**src/rtl/byte_serial_add_ctrl.sv**
```systemverilog
// byte_serial_add_ctrl: byte-serial sequencer around an external registered 8-bit adder.
// Accepts a wide operand pair, feeds the adder one byte per ISSUE/CAPTURE pass (LSB first,
// carry chained through), and presents the assembled sum and final carry downstream.
// Optional feature: define SIGNED_OVF_EN to add the res_ovf signed-overflow output.
module byte_serial_add_ctrl #(
  parameter int unsigned NUM_BYTES = 4,
  localparam int unsigned W = 8 * NUM_BYTES
) (
  input  logic         clk,
  input  logic         rst,
  input  logic         in_valid,
  output logic         in_ready,
  input  logic [W-1:0] op_a,
  input  logic [W-1:0] op_b,
  input  logic         op_cin,
  output logic [7:0]   add_a,
  output logic [7:0]   add_b,
  output logic         add_cin,
  input  logic [7:0]   add_sum,
  input  logic         add_cout,
  output logic         res_valid,
  input  logic         res_ready,
  output logic [W-1:0] res_sum,
`ifdef SIGNED_OVF_EN
  output logic         res_ovf,
`endif
  output logic         res_cout
);

  // Byte index width; at least one bit so NUM_BYTES=1 still has a legal vector.
  localparam int unsigned KW = (NUM_BYTES > 1) ? $clog2(NUM_BYTES) : 1;
  localparam logic [KW-1:0] KLast = KW'(NUM_BYTES - 1);

  typedef enum logic [1:0] {
    StIdle,
    StIssue,
    StCapture,
    StDone
  } state_e;

  state_e         state_q, state_d;
  logic [KW-1:0]  k_q, k_d;
  logic [W-1:0]   a_q, a_d;
  logic [W-1:0]   b_q, b_d;
  logic           cin_q, cin_d;
  logic           carry_q, carry_d;
  logic [W-1:0]   sum_q, sum_d;
  logic           cout_q, cout_d;
`ifdef SIGNED_OVF_EN
  logic           ovf_q, ovf_d;
`endif

  // State and datapath registers; reset aborts any operation in flight.
  always_ff @(posedge clk) begin
    if (rst) begin
      state_q <= StIdle;
      k_q     <= '0;
      a_q     <= '0;
      b_q     <= '0;
      cin_q   <= 1'b0;
      carry_q <= 1'b0;
      sum_q   <= '0;
      cout_q  <= 1'b0;
`ifdef SIGNED_OVF_EN
      ovf_q   <= 1'b0;
`endif
    end else begin
      state_q <= state_d;
      k_q     <= k_d;
      a_q     <= a_d;
      b_q     <= b_d;
      cin_q   <= cin_d;
      carry_q <= carry_d;
      sum_q   <= sum_d;
      cout_q  <= cout_d;
`ifdef SIGNED_OVF_EN
      ovf_q   <= ovf_d;
`endif
    end
  end

  // Next-state logic: latch operands, step through bytes, capture adder results.
  always_comb begin
    state_d = state_q;
    k_d     = k_q;
    a_d     = a_q;
    b_d     = b_q;
    cin_d   = cin_q;
    carry_d = carry_q;
    sum_d   = sum_q;
    cout_d  = cout_q;
`ifdef SIGNED_OVF_EN
    ovf_d   = ovf_q;
`endif
    unique case (state_q)
      StIdle: begin
        if (in_valid) begin
          a_d     = op_a;
          b_d     = op_b;
          cin_d   = op_cin;
          k_d     = '0;
          state_d = StIssue;
        end
      end
      StIssue: begin
        state_d = StCapture;
      end
      StCapture: begin
        sum_d[8*k_q +: 8] = add_sum;
        carry_d           = add_cout;
        if (k_q == KLast) begin
          cout_d  = add_cout;
`ifdef SIGNED_OVF_EN
          // Same-sign operands whose sum flips sign overflowed.
          ovf_d   = (a_q[W-1] == b_q[W-1]) && (add_sum[7] != a_q[W-1]);
`endif
          state_d = StDone;
        end else begin
          k_d     = k_q + 1'b1;
          state_d = StIssue;
        end
      end
      StDone: begin
        if (res_ready) begin
          state_d = StIdle;
        end
      end
      default: begin
        state_d = StIdle;
      end
    endcase
  end

  // Outputs: adder operands are held through CAPTURE since k and carry only move at its end.
  always_comb begin
    in_ready  = (state_q == StIdle);
    res_valid = (state_q == StDone);
    add_a     = 8'h00;
    add_b     = 8'h00;
    add_cin   = 1'b0;
    if ((state_q == StIssue) || (state_q == StCapture)) begin
      add_a   = a_q[8*k_q +: 8];
      add_b   = b_q[8*k_q +: 8];
      add_cin = (k_q == '0) ? cin_q : carry_q;
    end
  end

  assign res_sum  = sum_q;
  assign res_cout = cout_q;
`ifdef SIGNED_OVF_EN
  assign res_ovf  = ovf_q;
`endif

endmodule

```
**config.mk**
```make
export PLATFORM = sky130hd
export DESIGN_NAME = byte_serial_add_ctrl
export DESIGN_NICKNAME = d
export VERILOG_FILES = /design/src/rtl/byte_serial_add_ctrl.sv
export SDC_FILE = /design/constraint.sdc
export NUM_CORES = 1
export LEC_CHECK = 0
export BUFFER_PORTS_ARGS = -buffer_cell sky130_fd_sc_hd__buf_2
export CAP_MARGIN = 20
export CORE_MARGIN = 5
export CORE_UTILIZATION = 55
export CTS_CLUSTER_SIZE = 28
export DETAILED_ROUTE_END_ITERATION = 8
export HOLD_SLACK_MARGIN = 0.1
export PLACE_DENSITY_LB_ADDON = 0.2
export SLEW_MARGIN = 30
export SYNTH_ARGS = -nofsm -noshare
export SYNTH_HDL_FRONTEND = slang
export SYNTH_SLANG_ARGS = --single-unit
```
**constraint.sdc**
```tcl
create_clock -name clk -period 3.55 [get_ports clk]
set_input_delay 0 -clock clk [delete_from_list [all_inputs] [get_ports clk]]
set_output_delay 0 -clock clk [all_outputs]
set_load 0.05 [all_outputs]
```
After elaboration in Yosys (flattened, before gate mapping). Cells that the tools add are included.

$add $sub $neg: 2. Eq/ne operators: 7. Shift operators: 4. Multiplexer cells: 12. Reduce and logical (&&, ||, !) cells: 8.

Operators by type and width (number): 32-bit by 6-bit indexed part select with 8-bit output (2); 5-bit negation with 34-bit output (1); 8-bit by 34-bit variable shift with 32-bit output, first input constant (1); 8-bit by 34-bit indexed part select with 32-bit output (1); 32-bit bitwise mux (1); 8-bit 2-to-1 mux (2); 2-bit 2-to-1 mux (5); 2-bit one-hot mux with 4 select lines (1); 2-bit == test, second input constant (3); 2-bit AND reduction (3); 2-bit logical NOT (2); 2-bit inequality test, second input constant (2); 2-bit one-hot mux with 2 select lines (1); 3-bit AND reduction (1); 2-bit by 1-bit adder with 2-bit output, second input constant (1); 2-bit by 1-bit == test with 1-bit output, second input constant (1); 1-bit 2-to-1 mux (2); 2-bit by 1-bit inequality test with 1-bit output, second input constant (1); 2-bit nonzero test (1); 1-bit logical OR (1).

Flip-flop bits (word level): 103. Input port bits: 78. Word-level logic and storage cells: 41.

Depth between registers and ports, before layout.
Depth in word-level cells: 3. Mapped depth: 8. Depth with buffers taken out: 5.

Least setup slack after synthesis. OpenSTA, ideal clock, no wires.

Path type: register -> register. Start: reg k_q[1]. End: reg sum_q[7] (netlist: res_sum[7]). Library setup time: 70 ps. Arrival: 1965 ps. Data required time: 3480 ps. Slack: 1515 ps. Stages on the path, launching flop included: 9. Path buffers: 3. Path through: dfxtp_1 > buf_2 > buf_2 > inv_1 > ha_1 > buf_1 > nor3b_2 > nand4_1 > a21oi_1.

Word-level cells in the longest chain between the ends: 3. Elaborated cells on any way between the ends: 4. Classes of those cells: 1 x add/sub; 2 x shift; 1 x mux.

RTL lines: from (decl) (RTL line 42) `logic [KW-1:0] k_q, k_d;`; from (signal assigned) (RTL line 69) `k_q <= k_d;`; 5-bit negation with 34-bit output * (RTL line 109) `sum_d[8*k_q +: 8] = add_sum;`; 8-bit by 34-bit indexed part select with 32-bit output / 8-bit by 34-bit variable shift with 32-bit output (equally long branches) (RTL line 109); 32-bit bitwise mux * (RTL line 109); to (signal assigned) (RTL line 74) `sum_q <= sum_d;`; to (decl) (RTL line 47) `logic [W-1:0] sum_q, sum_d;`.

Mark *: on every way between the ends. The rest lies on a longest branch, timed or not. A chain may end at the register's enable or synchronous reset.

Final worst setup path.
Start: reg k_q[0]. End: out add_a[7].

Word-level cells in the longest chain between the ends: 2.

RTL lines: 32-bit by 6-bit indexed part select with 8-bit output (RTL line 142) `add_a = a_q[8*k_q +: 8];`; 8-bit 2-to-1 mux (RTL line 141) `if ((state_q == StIssue) || (state_q == StCapture)) begin`; to (decl) (RTL line 16) `output logic [7:0] add_a,`.

Every way passes these cells.

==> run_results.csv <==
group,metric,value,unit
sta,fin_skew,6.11,ps
sta,drv_slew,0,
finish,final_util,76.8,%
routing,routed_wl,12700,um
placed_design,io_buffers,129,
global_routing,overflow,0,
finish,postLayoutCellArea,0.00594,mm^2
worst_setup_path,rrSetupSlack,1180,ps
placed_design,gp_congestion,0.792,
global_routing,track_usage,26.0,%
sta,period_needed,2460,ps
worst_setup_path,crit_path_end_kind,"output pin",
cts,numCtsBuffers,9,
cts,cts_sinks,103,
placed_design,place_area,0.00499,mm^2
sta,max_slew_margin,54.9,%
routing,route.detailed.drc,0,
worst_setup_path,path_max_fanout,14,
placed_design,hpwlAfterDp,7610,um
finish,drive_above_1_share,23.2,%
global_routing,grt_pass1_wl,20800,um
worst_setup_path,timing.rr.end,"res_sum[7]",
worst_setup_path,reg2reg_depth,5,
floorplanning,io_pins,130,
worst_setup_path,arrival,2460,ps
floorplanning,core-area,0.00773,mm^2
worst_setup_path,worst-path-buf-inv,2,
logic_synthesis,synth-compound-area-share,14.1,%
worst_hold_path,whs_path_depth,4,
finish,num_antenna_cells,0,
logic_synthesis,syn_inst,500,
worst_setup_path,timing.rr.start,"k_q[0]",
cts,htreeDepth,3,
floorplanning,dieWidth,99.0,um
logic_synthesis,synthAdderAreaFrac,2.59,%
routing,drtIter0Drc,228,
outcome,outcome,"finished, final reports clean",
floorplanning,initial_utilization,56.3,%
worst_hold_path,worstHoldPathType,"primary input to flip-flop",
logic_synthesis,ys.warnings.count,0,
logic_synthesis,synth.area.mux_share,9.34,%
floorplanning,die_y,99.0,um
routing,post_drt_via_cell_ratio,5.46,
worst_setup_path,cp_slowest_stage_delay,760,ps
cts,cts.repair.resized,0,
run,cap_violations,0,
logic_synthesis,synth_area,0.00435,mm^2
floorplanning,dieArea,0.00979,mm^2
finish,area_growth,36.4,%
power_and_ir_drop,leakagePower,0.00251,uW
worst_setup_path,crit_family,"flip-flops",
routing,dr.pass1.iters,5,
worst_setup_path,crit_chain,"buf_4 -> mux4_1 -> and2_1 -> buf_2",
worst_setup_path,critPathLaunchType,"flip-flop",
logic_synthesis,synth-seq-cells,103,
sta,finalSetupTns,0,ps
logic_synthesis,ys_seq_area_share,47.4,%
sta,max_freq,406,MHz
power_and_ir_drop,pwr_density_cell,502,mW/mm^2
global_routing,grt_pass1_vias,4430,
sta,setup_viol,0,
logic_synthesis,postSynthAreaPerCell,8.70,um^2
sta,finalCritPeriodShare,69.4,%
placed_design,dp_cells,697,
sta,worst_pin_slew,677,ps
finish,nets,770,
global_routing,grt_max_degree,66,
logic_synthesis,synth_top_cell_area_share,47.4,%
routing,ant_nets,0,
worst_setup_path,critical_path_class,"flip-flop to output pin",
routing,wl_per_cell,16.1,um
worst_setup_path,worstPathRequired,3550,ps
global_routing,grt_antenna_before_repair,0,
power_and_ir_drop,vdd_drop_max,0.268,mV
logic_synthesis,synth_xor_area_share,0,%
routing,vias,4296,
logic_synthesis,yosysTopAreaCell,"dfxtp_1",
cts,insertion_delay,360,ps
worst_hold_path,hold_end,"state_q[1]",
worst_hold_path,min-delay-start,"in_valid",
logic_synthesis,synth_area_leaders,"dfxtp_1 (47%), nand2_1 (13%), a21oi_1 (9.9%), mux4_2 (4.7%), mux4_1 (4.2%)",
floorplanning,num_rows,32,
logic_synthesis,synth_top_family_by_area,"simple AND/OR/NAND/NOR gates",
cts,clkTransAtPathRegs,90,ps
worst_setup_path,slowest_stage,"dfxtp_1",
logic_synthesis,ys_types,29,
cts,cts_tree,"yes",
finish,instances_no_fill,787,
cts,cts-root-buf,"clkbuf_8",
logic_synthesis,synth_nets,587,
sta,finalHoldViolations,0,
sta,rsz0062_at_grt,"no",
cts,clockBufferDepth,2,
logic_synthesis,synth-simple-area-share,22.1,%
power breakdown:
group          switching (uW)  internal [uW]
logic                     609            329
registers                77.9           1290
clock network             363            314
cell usage after synthesis (all sizes together):
cell type / count
o21a: 1
a32oi: 15
nor2b: 4
mux2i: 2
and4bb: 2
a41o: 1
a211oi: 1
nand2: 154
and2: 18
nand2b: 3
buf: 18
clkbuf: 20
nand3b: 1
mux4: 16
inv: 5
nand3: 2
ha: 9
a22oi: 1
dfxtp: 103
or3: 2
o32ai: 2
nor2: 18
nor3b: 1
nand4: 15
a21oi: 86
through the flow:
step | hold slack [ps] | power (uW) | setup slack, ps
after detailed placement | 247 | 2240 | 1200
after CTS | 216 | 2970 | 1080
after global placement | 242 | 2210 | 1300
final | 224 | 2980 | 1090
after floorplan | 136 | 2030 | 1510
after global routing | 280 | 3140 | 956
routing by layer:
metal	part of all wire [%]	GRT usage, %
met1	40	31.2
met2	51	45.6
met3	7.2	5.02
met4	2.5	10.3
met5	0	0
repair_timing:
action,4_1_cts,5_1_grt
hold buffers,75,1
setup endpoints to repair,0,0
setup buffers,0,0
hold endpoints to repair,99,12
worst reg2reg max path, cell delays in order (launching register included):
cell     delay, ps
dfxtp_1        760
inv_1          220
ha_1           500
nor3b_2        460
nand4_1        150
a21oi_1        210
final cells by class:
cell class	instances	area [um^2]
clock buffers	11	131
inverters	5	18.8
multi-input cells	354	2100
repair buffers	210	1460
flip-flops and latches	103	2060
fillers	521	1790
well taps	102	128
clock inverters	2	35.0
cells by family after synthesis:
kind of cell | count (synthesis)
buffers and inverters | 43
flip-flops | 103
adder cells (fa/ha/maj) | 9
AO/OA/AOI/OAI | 107
multiplexers | 18
AND/OR/NAND/NOR | 220
how the worst max path moves through the flow:
stage          startpoint    endpoint  cells past startpoint
6_report           k_q[0]    add_a[7]                      4
5_1_grt            k_q[0]  res_sum[6]                      5
4_1_cts            k_q[0]    add_a[7]                      4
3_5_place_dp       k_q[0]  res_sum[7]                      5
3_3_place_gp       k_q[0]  res_sum[5]                      5
2_1_floorplan      k_q[1]  res_sum[7]                      8
layout by cell type (no fill, tap or decap):
cell type	Yosys	final
a211oi_1	1	1
a21oi_1	86	86
a22oi_1	1	1
a32oi_1	15	15
a41o_1	1	1
and2_1	18	17
and2_4	0	1
and4bb_2	2	2
buf_12	0	1
buf_2	12	129
buf_4	1	4
bufinv_16	0	1
clkbuf_1	20	2
clkbuf_8	0	9
clkinv_2	0	1
dfxtp_1	103	103
dlygate4sd3_1	0	76
ha_1	9	9
inv_1	5	5
mux2i_1	2	2
mux4_1	7	7
mux4_2	9	9
nand2_1	154	153
nand2_4	0	1
nand2b_1	3	3
nand3_1	2	2
nand3b_1	1	1
nand4_1	15	15
nor2_1	18	18
nor2b_1	4	4
nor3b_2	1	1
o21a_1	1	1
o32ai_1	2	2
or3_1	2	2
flip-flops by register name (all words and copies together) (netlist names):
name and flops:
res_cout 1, carry_q 1, b_q 32, res_sum 32
k_q 2, a_q 32, cin_q 1, state_q 2
(Power assumes the default switching activity.)
